===== config.mk =====
export PLATFORM = sky130hd
export DESIGN_NAME = axi_rd_arbiter
export DESIGN_NICKNAME = d
export VERILOG_FILES = /design/src/rtl/axi_rd_arbiter_pkg.sv /design/src/rtl/axi_rd_arbiter_rr_starve_ctr.sv /design/src/rtl/axi_rd_arbiter.sv
export SDC_FILE = /design/constraint.sdc
export NUM_CORES = 1
export LEC_CHECK = 0
export BUFFER_PORTS_ARGS = -buffer_cell sky130_fd_sc_hd__buf_2
export CAP_MARGIN = 25
export CORE_AREA = 3 3 102 104
export CTS_CLUSTER_SIZE = 8
export DETAILED_ROUTE_END_ITERATION = 12
export DIE_AREA = 0 0 105 107
export GPL_TIMING_DRIVEN = 0
export HOLD_SLACK_MARGIN = 0.08
export PLACE_DENSITY = 0.71
export SETUP_SLACK_MARGIN = 0.2
export SYNTH_ARGS = -nofsm -noshare
export SYNTH_HDL_FRONTEND = slang
export SYNTH_SLANG_ARGS = --single-unit

===== constraint.sdc =====
create_clock -name clk -period 1.7 [get_ports clk]
set_clock_uncertainty 0.05 [all_clocks]
set_input_delay 0.085 -clock clk [delete_from_list [all_inputs] [get_ports clk]]
set_output_delay 0.085 -clock clk [all_outputs]
set_load 0.03 [all_outputs]

===== src/rtl/axi_rd_arbiter_pkg.sv =====
// Shared types and constants for the AXI read-channel arbiter.
// Latency: n/a (package only).
// Backpressure: n/a (package only).
package axi_rd_arbiter_pkg;

   typedef enum logic [2:0] {
      ST_IDLE,
      ST_AR_I,
      ST_AR_D,
      ST_R_I,
      ST_R_D
   } arb_state_t;

   localparam logic [1:0] BURST_INCR = 2'b01;
   localparam logic [3:0] DEF_ID_I   = 4'd0;
   localparam logic [3:0] DEF_ID_D   = 4'd1;

endpackage


===== src/rtl/axi_rd_arbiter_rr_starve_ctr.sv =====
// Grant decision between icache and dcache read requests, with a starvation bound on the icache side.
// Latency: grant outputs are combinational from the requests; the counter updates on the grant edge.
// Backpressure: grants only while idle is high; a dcache request is not eligible while a write is unacknowledged.
// Ports: clk/rst; idle (arbiter can accept a new burst); i_arvalid, d_arvalid, wr_pending (requests);
//        grant_i, grant_d (one-hot or zero grant for this cycle).
module axi_rd_arbiter_rr_starve_ctr
   import axi_rd_arbiter_pkg::*;
#(
   parameter int STARVE_LIMIT = 4
) (
   input  logic clk,
   input  logic rst,
   input  logic idle,
   input  logic i_arvalid,
   input  logic d_arvalid,
   input  logic wr_pending,
   output logic grant_i,
   output logic grant_d
);

   localparam int CW = $clog2(STARVE_LIMIT + 1);

   logic [CW-1:0] cnt_q;
   logic          d_eligible;
   logic          starved;

   always_comb begin
      d_eligible = d_arvalid & ~wr_pending;
      starved    = (cnt_q == CW'(STARVE_LIMIT));
      // icache wins when it has waited long enough or dcache cannot go anyway
      grant_i    = idle & i_arvalid & (starved | ~d_eligible);
      grant_d    = idle & d_eligible & ~grant_i;
   end

   // Counts dcache grants that overtook a waiting icache request; saturates at the limit.
   always_ff @(posedge clk or posedge rst) begin
      if (rst) begin
         cnt_q <= '0;
      end else if (grant_i) begin
         cnt_q <= '0;
      end else if (grant_d && i_arvalid && !starved) begin
         cnt_q <= cnt_q + 1'b1;
      end
   end

endmodule


===== src/rtl/axi_rd_arbiter.sv =====
// Shares one AXI AR/R port between icache and dcache refills, one burst at a time, R beats steered to the owner.
// Latency: request seen in IDLE at cycle N drives arvalid at N+1; R path is combinational pass-through.
// Backpressure: rready mirrors the owner's rready; requesters hold their AR fields until x_arready pulses.
// Ports: clk/rst; i_ar*/i_r* icache side; d_ar*/d_r* dcache side; wr_pending blocks new dcache grants;
//        ar*/r* AXI master read port; rd_err sticky flag for error response or unexpected rid.
module axi_rd_arbiter
   import axi_rd_arbiter_pkg::*;
#(
   parameter int         STARVE_LIMIT = 4,
   parameter logic [3:0] ID_I         = DEF_ID_I,
   parameter logic [3:0] ID_D         = DEF_ID_D
) (
   input  logic        clk,
   input  logic        rst,
   input  logic [31:0] i_araddr,
   input  logic [7:0]  i_arlen,
   input  logic [2:0]  i_arsize,
   input  logic        i_arvalid,
   output logic        i_arready,
   output logic [31:0] i_rdata,
   output logic        i_rlast,
   output logic        i_rvalid,
   input  logic        i_rready,
   input  logic [31:0] d_araddr,
   input  logic [7:0]  d_arlen,
   input  logic [2:0]  d_arsize,
   input  logic        d_arvalid,
   output logic        d_arready,
   output logic [31:0] d_rdata,
   output logic        d_rlast,
   output logic        d_rvalid,
   input  logic        d_rready,
   input  logic        wr_pending,
   output logic [3:0]  arid,
   output logic [31:0] araddr,
   output logic [7:0]  arlen,
   output logic [2:0]  arsize,
   output logic [1:0]  arburst,
   output logic [1:0]  arlock,
   output logic [3:0]  arcache,
   output logic [2:0]  arprot,
   output logic        arvalid,
   input  logic        arready,
   input  logic [3:0]  rid,
   input  logic [31:0] rdata,
   input  logic [1:0]  rresp,
   input  logic        rlast,
   input  logic        rvalid,
   output logic        rready,
   output logic        rd_err
);

   arb_state_t  state_q, state_d;
   logic        grant_i, grant_d;
   logic        idle;
   logic [3:0]  arid_q;
   logic [31:0] araddr_q;
   logic [7:0]  arlen_q;
   logic [2:0]  arsize_q;
   logic        rd_err_q;
   logic        beat_err;

   assign idle = (state_q == ST_IDLE);

   axi_rd_arbiter_rr_starve_ctr #(
      .STARVE_LIMIT (STARVE_LIMIT)
   ) u_ctr (
      .clk        (clk),
      .rst        (rst),
      .idle       (idle),
      .i_arvalid  (i_arvalid),
      .d_arvalid  (d_arvalid),
      .wr_pending (wr_pending),
      .grant_i    (grant_i),
      .grant_d    (grant_d)
   );

   always_ff @(posedge clk or posedge rst) begin
      if (rst) begin
         state_q <= ST_IDLE;
      end else begin
         state_q <= state_d;
      end
   end

   always_comb begin
      state_d   = state_q;
      arvalid   = 1'b0;
      i_arready = 1'b0;
      d_arready = 1'b0;
      rready    = 1'b0;
      i_rvalid  = 1'b0;
      i_rlast   = 1'b0;
      d_rvalid  = 1'b0;
      d_rlast   = 1'b0;
      case (state_q)
         ST_IDLE: begin
            if (grant_i) begin
               state_d = ST_AR_I;
            end else if (grant_d) begin
               state_d = ST_AR_D;
            end
         end
         ST_AR_I: begin
            arvalid   = 1'b1;
            i_arready = arready;
            if (arready) state_d = ST_R_I;
         end
         ST_AR_D: begin
            arvalid   = 1'b1;
            d_arready = arready;
            if (arready) state_d = ST_R_D;
         end
         ST_R_I: begin
            rready   = i_rready;
            i_rvalid = rvalid;
            i_rlast  = rlast;
            if (rvalid && i_rready && rlast) state_d = ST_IDLE;
         end
         ST_R_D: begin
            rready   = d_rready;
            d_rvalid = rvalid;
            d_rlast  = rlast;
            if (rvalid && d_rready && rlast) state_d = ST_IDLE;
         end
         default: state_d = ST_IDLE;
      endcase
   end

   // Data is fanned out unconditionally; only valid/last are qualified by ownership.
   assign i_rdata = rdata;
   assign d_rdata = rdata;

   // An accepted beat with an error response or a foreign id is still delivered but flagged.
   assign beat_err = rvalid & rready & ((rresp != 2'b00) | (rid != arid_q));

   always_ff @(posedge clk or posedge rst) begin
      if (rst) begin
         arid_q   <= '0;
         araddr_q <= '0;
         arlen_q  <= '0;
         arsize_q <= '0;
         rd_err_q <= 1'b0;
      end else begin
         if (grant_i) begin
            arid_q   <= ID_I;
            araddr_q <= i_araddr;
            arlen_q  <= i_arlen;
            arsize_q <= i_arsize;
         end else if (grant_d) begin
            arid_q   <= ID_D;
            araddr_q <= d_araddr;
            arlen_q  <= d_arlen;
            arsize_q <= d_arsize;
         end
         if (beat_err) rd_err_q <= 1'b1;
      end
   end

   assign arid    = arid_q;
   assign araddr  = araddr_q;
   assign arlen   = arlen_q;
   assign arsize  = arsize_q;
   assign arburst = BURST_INCR;
   assign arlock  = 2'b00;
   assign arcache = 4'b0000;
   assign arprot  = 3'b000;
   assign rd_err  = rd_err_q;

endmodule


Word level (Yosys, flattened, before mapping)
Cells that the tools add are included.
{ "word_totals": {"regBits": 54, "input_bits": 134, "out_inout_bits": 131, "wordCells": 69} }
{ "classes": {"n_addsub": 1, "n_eq_ne": 11, "n_mux": 25, "n_bitwise": 12, "reduce_logical": 13} }
{ "op_table": {"columns": ["operator", "count"], "rows": [
  ["two-way mux 32 bit", 2],
  ["two-way mux 3 bit", 10],
  ["two-way mux 8 bit", 2],
  ["one-hot mux 3 bit (5 select lines)", 1],
  ["two-way mux 4 bit", 2],
  ["!= test 2 bit (second input constant)", 4],
  ["bitwise AND 1 bit", 7],
  ["two-way mux 1 bit", 7],
  ["== test 3 x 2 -> 1 bit (second input constant)", 2],
  ["== test 3 bit (second input constant)", 2],
  ["logical AND 1 bit", 6],
  ["nonzero test 2 bit", 3],
  ["AND reduction 5 bit", 1],
  ["!= test 4 bit", 1],
  ["adder 3 x 1 -> 3 bit (second input constant)", 1],
  ["== test 3 x 1 -> 1 bit (second input constant)", 1],
  ["logical NOT 3 bit", 1],
  ["!= test 3 bit (second input constant)", 1],
  ["inverter 1 bit", 3],
  ["bitwise OR 1 bit", 2],
  ["one-hot mux 1 bit (2 select lines)", 1],
  ["OR reduction 2 bit", 1],
  ["logical NOT 1 bit", 1]
]} }

Logic depth before layout (Yosys ltp)
{ "logic_depth": {"word_depth": 11, "depth_mapped": 8, "ltp_nobuf": 6} }

Hierarchy
A second synthesis with hierarchy kept.
{ "hier_totals": {"cells_unflattened": 334, "hier_area_um2": 3163.0} }
{ "modules_own_cells": {"columns": ["module", "n_inst", "cells_per_inst", "area_per_inst_um2", "seq_area_each_um2"], "rows": [
  ["axi_rd_arbiter", 1, 309, 2950.3, 1201.2],
  ["axi_rd_arbiter_rr_starve_ctr", 1, 25, 212.7, 75.1]
]} }

Least setup slack after synthesis
Ideal clock, no wire load.
{ "synth_timing": {"path_type": "reg-to-reg", "start": "register state_q[2]", "end": "register state_q[2]", "setup_ns": 0.070, "t_arrival_ns": 1.712, "t_required_ns": 1.580, "path_slack_ns": -0.132, "path_stages_with_launch": 4, "path_buffers": 1, "synth_period_minus_slack_ns": 1.832, "cell_sequence": "dfrtp_1 -> buf_2 -> nor4bb_1 -> a21o_1"} }
{ "synth_via": {"elab_chain_len": 7, "word_cells_on_any_way": 18, "classes_between": "eq/ne (9); mux (2); bitwise (5); reduce/logical (2)"} }
{ "synth_lines": {"columns": ["item", "line", "text"], "rows": [
  ["start, declared", "axi_rd_arbiter.sv:53", "arb_state_t state_q, state_d;"],
  ["start signal, assigned", "axi_rd_arbiter.sv:82", "state_q <= state_d;"],
  ["logical NOT 3 bit", "axi_rd_arbiter.sv:63, axi_rd_arbiter.sv:96", null],
  ["bitwise AND 1 bit (2 in a row)", "axi_rd_arbiter_rr_starve_ctr.sv:31", "grant_i = idle & i_arvalid & (starved | ~d_eligible);"],
  ["inverter 1 bit", "axi_rd_arbiter_rr_starve_ctr.sv:32", "grant_d = idle & d_eligible & ~grant_i;"],
  ["bitwise AND 1 bit", "axi_rd_arbiter_rr_starve_ctr.sv:32", null],
  ["!= test 3 bit (no line)", null, null],
  ["AND reduction 5 bit (no line)", null, null]
]} }
Parallel ways exist; a longest one is shown, timed or not.
A chain may end at the register's enable or synchronous reset.

Worst setup path in the final report
{ "layout_timing": {"start": "register state_q[0]", "end": "register state_q[1]"} }
Same word-level chain as after synthesis.

==> flow_metrics.py <==
metrics = {
    "drt": {
        "avgRoutedWirePerCell_um": 16.0,
        "antenna_left": 0,
        "drt_iter0_drc": 187,
        "via_per_inst": 4.47,
        "wirelength_mm": 13.1,
        "drt-pass1-iter-count": 4,
        "drc": 0,
        "routed-via-count": 3648,
    },
    "layout": {
        "nNetsFinal": 817,
        "finalNonFillerCells": 816,
        "drive_gt1_frac": 0.556,
        "layout_common_cells": "210 x buf_2, 93 x dlygate4sd3_1, 92 x buf_4",
        "syn_to_final_growth_pct": 95.5,
        "regArea_sq_um": 1280,
        "fillCellCount": 765,
        "layout_commonest_cell": "buf_2",
        "multi_input_area_sq_um": 1410,
    },
    "global_route": {
        "track_usage": 0.208,
        "first_global_vias": 3719,
        "grt_pass1_wl_mm": 18.8,
        "grt_max_degree": 27,
        "antenna_found_initial": 0,
        "grt-ovfl-total": 0,
    },
    "synthesis": {
        "synth_edf_count": 0,
        "syn_area_sq_um": 3130,
        "synthArstFlopShare": 1.00,
        "synth-seq-cells": 51,
        "synth_warnings": 0,
        "ys_seq_area_frac": 0.408,
        "dominantRegCellSynth": "dfrtp_1",
        "yosysUniqueCellTypes": 32,
        "avgSynthCellArea_sq_um": 9.40,
        "synthCells": 333,
    },
    "cts": {
        "clockRootBuffer": "clkbuf_8",
        "path_clk_slew_ns": 0.10,
        "worstSkewPairLatency_ns": 0.31,
        "clkSinkCount": 51,
        "cts_tree": "yes",
        "htreeDepth": 2,
        "numCtsBuffers": 5,
        "clockBufferDepth": 2,
    },
    "critical_path": {
        "crit_fanout": 6,
        "endpoint_kind": "register",
        "cp.arrival_ns": 2.02,
        "start_kind": "register",
        "cp.required_ns": 1.86,
        "path_class": "register to register",
        "reg2reg_depth": 7,
    },
    "place": {
        "io_buffers": 218,
        "gp_congestion": 0.772,
        "dp_hpwl_mm": 7.76,
        "placed_cells": 697,
    },
    "floorplanning": {
        "start_util": 0.325,
        "die_h_um": 107,
        "die_x_um": 105,
        "die_area_sq_um": 11200,
        "core_area_sq_um": 9640,
        "ios": 265,
        "row_count": 36,
    },
    "timing": {
        "fin_hold_ws_ns": 0.0912,
        "slew_headroom": 0.591,
        "layout_min_cycle_time_ns": 1.86,
        "hold_viol_final": 0,
        "fmax_mhz": 538,
        "setup_viol": 48,
        "setup_ws_ns": -0.159,
        "grt_setup_unrepaired": "true",
        "finalMaxSlewViolations": 0,
        "finalCritPeriodShare": 1.09,
        "worst_pin_slew_ns": 0.613,
    },
    "pwr": {
        "p_leak_uw": 0.00337,
        "p_per_area_nw_per_um2": 1360,
        "finalPower_uw": 8310,
        "ir_drop_mv": 0.664,
    },
    "run_status": {
        "status": "complete, but fails checks",
        "violations": "negative setup slack",
    },
    "run": {
        "maxCapViolCount": 0,
    },
    "hold_path": {
        "hold_class": "input port to register",
        "hold_depth": 4,
    },
}
## synthesized netlist by cell type, types with 3 or more instances
library cell	instances	area, sq um
buf_2	10	50.1
nor2_1	3	11.3
o21ai_0	47	235
mux2i_1	43	430
dfrtp_1	51	1280
nor3_1	5	25.0
nand2_1	50	188
buf_4	80	601
clkbuf_1	4	15.0
inv_1	4	15.0
nand3_1	3	15.0
and2_1	7	43.8
## through the flow
step           setup TNS, ns  instance area [sq um]   util  worst slack [ns]
3_3_place_gp          -34.07                   4450  0.462            -0.398
5_1_grt                -7.57                   6110  0.634            -0.203
3_5_place_dp          -15.26                   4470  0.464            -0.409
4_1_cts                -5.59                   5740  0.595            -0.183
2_1_floorplan        -0.0574                   3200      -           -0.0574
6_report               -4.00                   6120  0.635            -0.159
## sequential cells by signal, indices dropped and copies added, names as in the netlist
signal and cells:
arid 1, arlen 8, araddr 32, arsize 3, rd_err 1, state_q 3, u_ctr.cnt_q 3
## path summary, 6_finish.rpt
check	from	slack (ns)	endpoint
max	state_q[0]	-0.16	state_q[1]
min	rid[1]	0.09	rd_err
max reg2reg	state_q[0]	-0.16	state_q[1]
min reg2reg	rd_err	0.43	rd_err
max in group asynchronous	rst	0.68	araddr[28]
min in group asynchronous	rst	0.35	arlen[7]
## kinds of logic after synthesis
logic type      Yosys count  share of synthesized area
compound gates           57                      0.102
simple gates             76                      0.112
buf+inv                  99                      0.221
xor+xnor                  2                    0.00560
mux                      44                      0.141
other cells               2                    0.00240
flops                    51                      0.408
fa+ha+maj                 2                    0.00800
## worst max-delay path, cell delays in order (launching register included)
cell and delay, ns:
dfrtp_1 0.39, buf_6 0.12, or4b_4 0.50, a21oi_4 0.16, buf_12 0.13, buf_12 0.13
nor3_4 0.04, mux2_4 0.25
## layout make-up
type / count / share of cell area
Antenna cell: 1 / 0.000409
Buffer: 95 / 0.134
Inverter: 4 / 0.00245
Tap cell: 133 / 0.0272
Multi-Input combinational cell: 195 / 0.231
Clock inverter: 2 / 0.00634
Sequential cell: 51 / 0.209
Timing Repair Buffer: 329 / 0.376
Clock buffer: 6 / 0.0135
## power by group
group          total, uW  internal, uW  switching, uW
clock network        936           486            451
logic               5210          2170           3040
registers           2170          1800            366
## metal layers
layer	GRT usage	share of wire	vias up
li1	-	-	1719
met1	0.232	0.36	1691
met2	0.389	0.54	213
met3	0.0524	0.081	25
met4	0.0609	0.022	0
met5	0	0	-
## what timing repair did
action / 4_1_cts / 5_1_grt
hold buffers: 93 / 0
pin swaps: 2 / 16
endpoints found under the hold margin: 70 / 0
endpoints found under the setup margin: 54 / 58
gates cloned: 0 / 4
gates resized for setup: 51 / 95
buffers inserted: 12 / 1
Note: power is estimated with default switching activity, not from simulation.
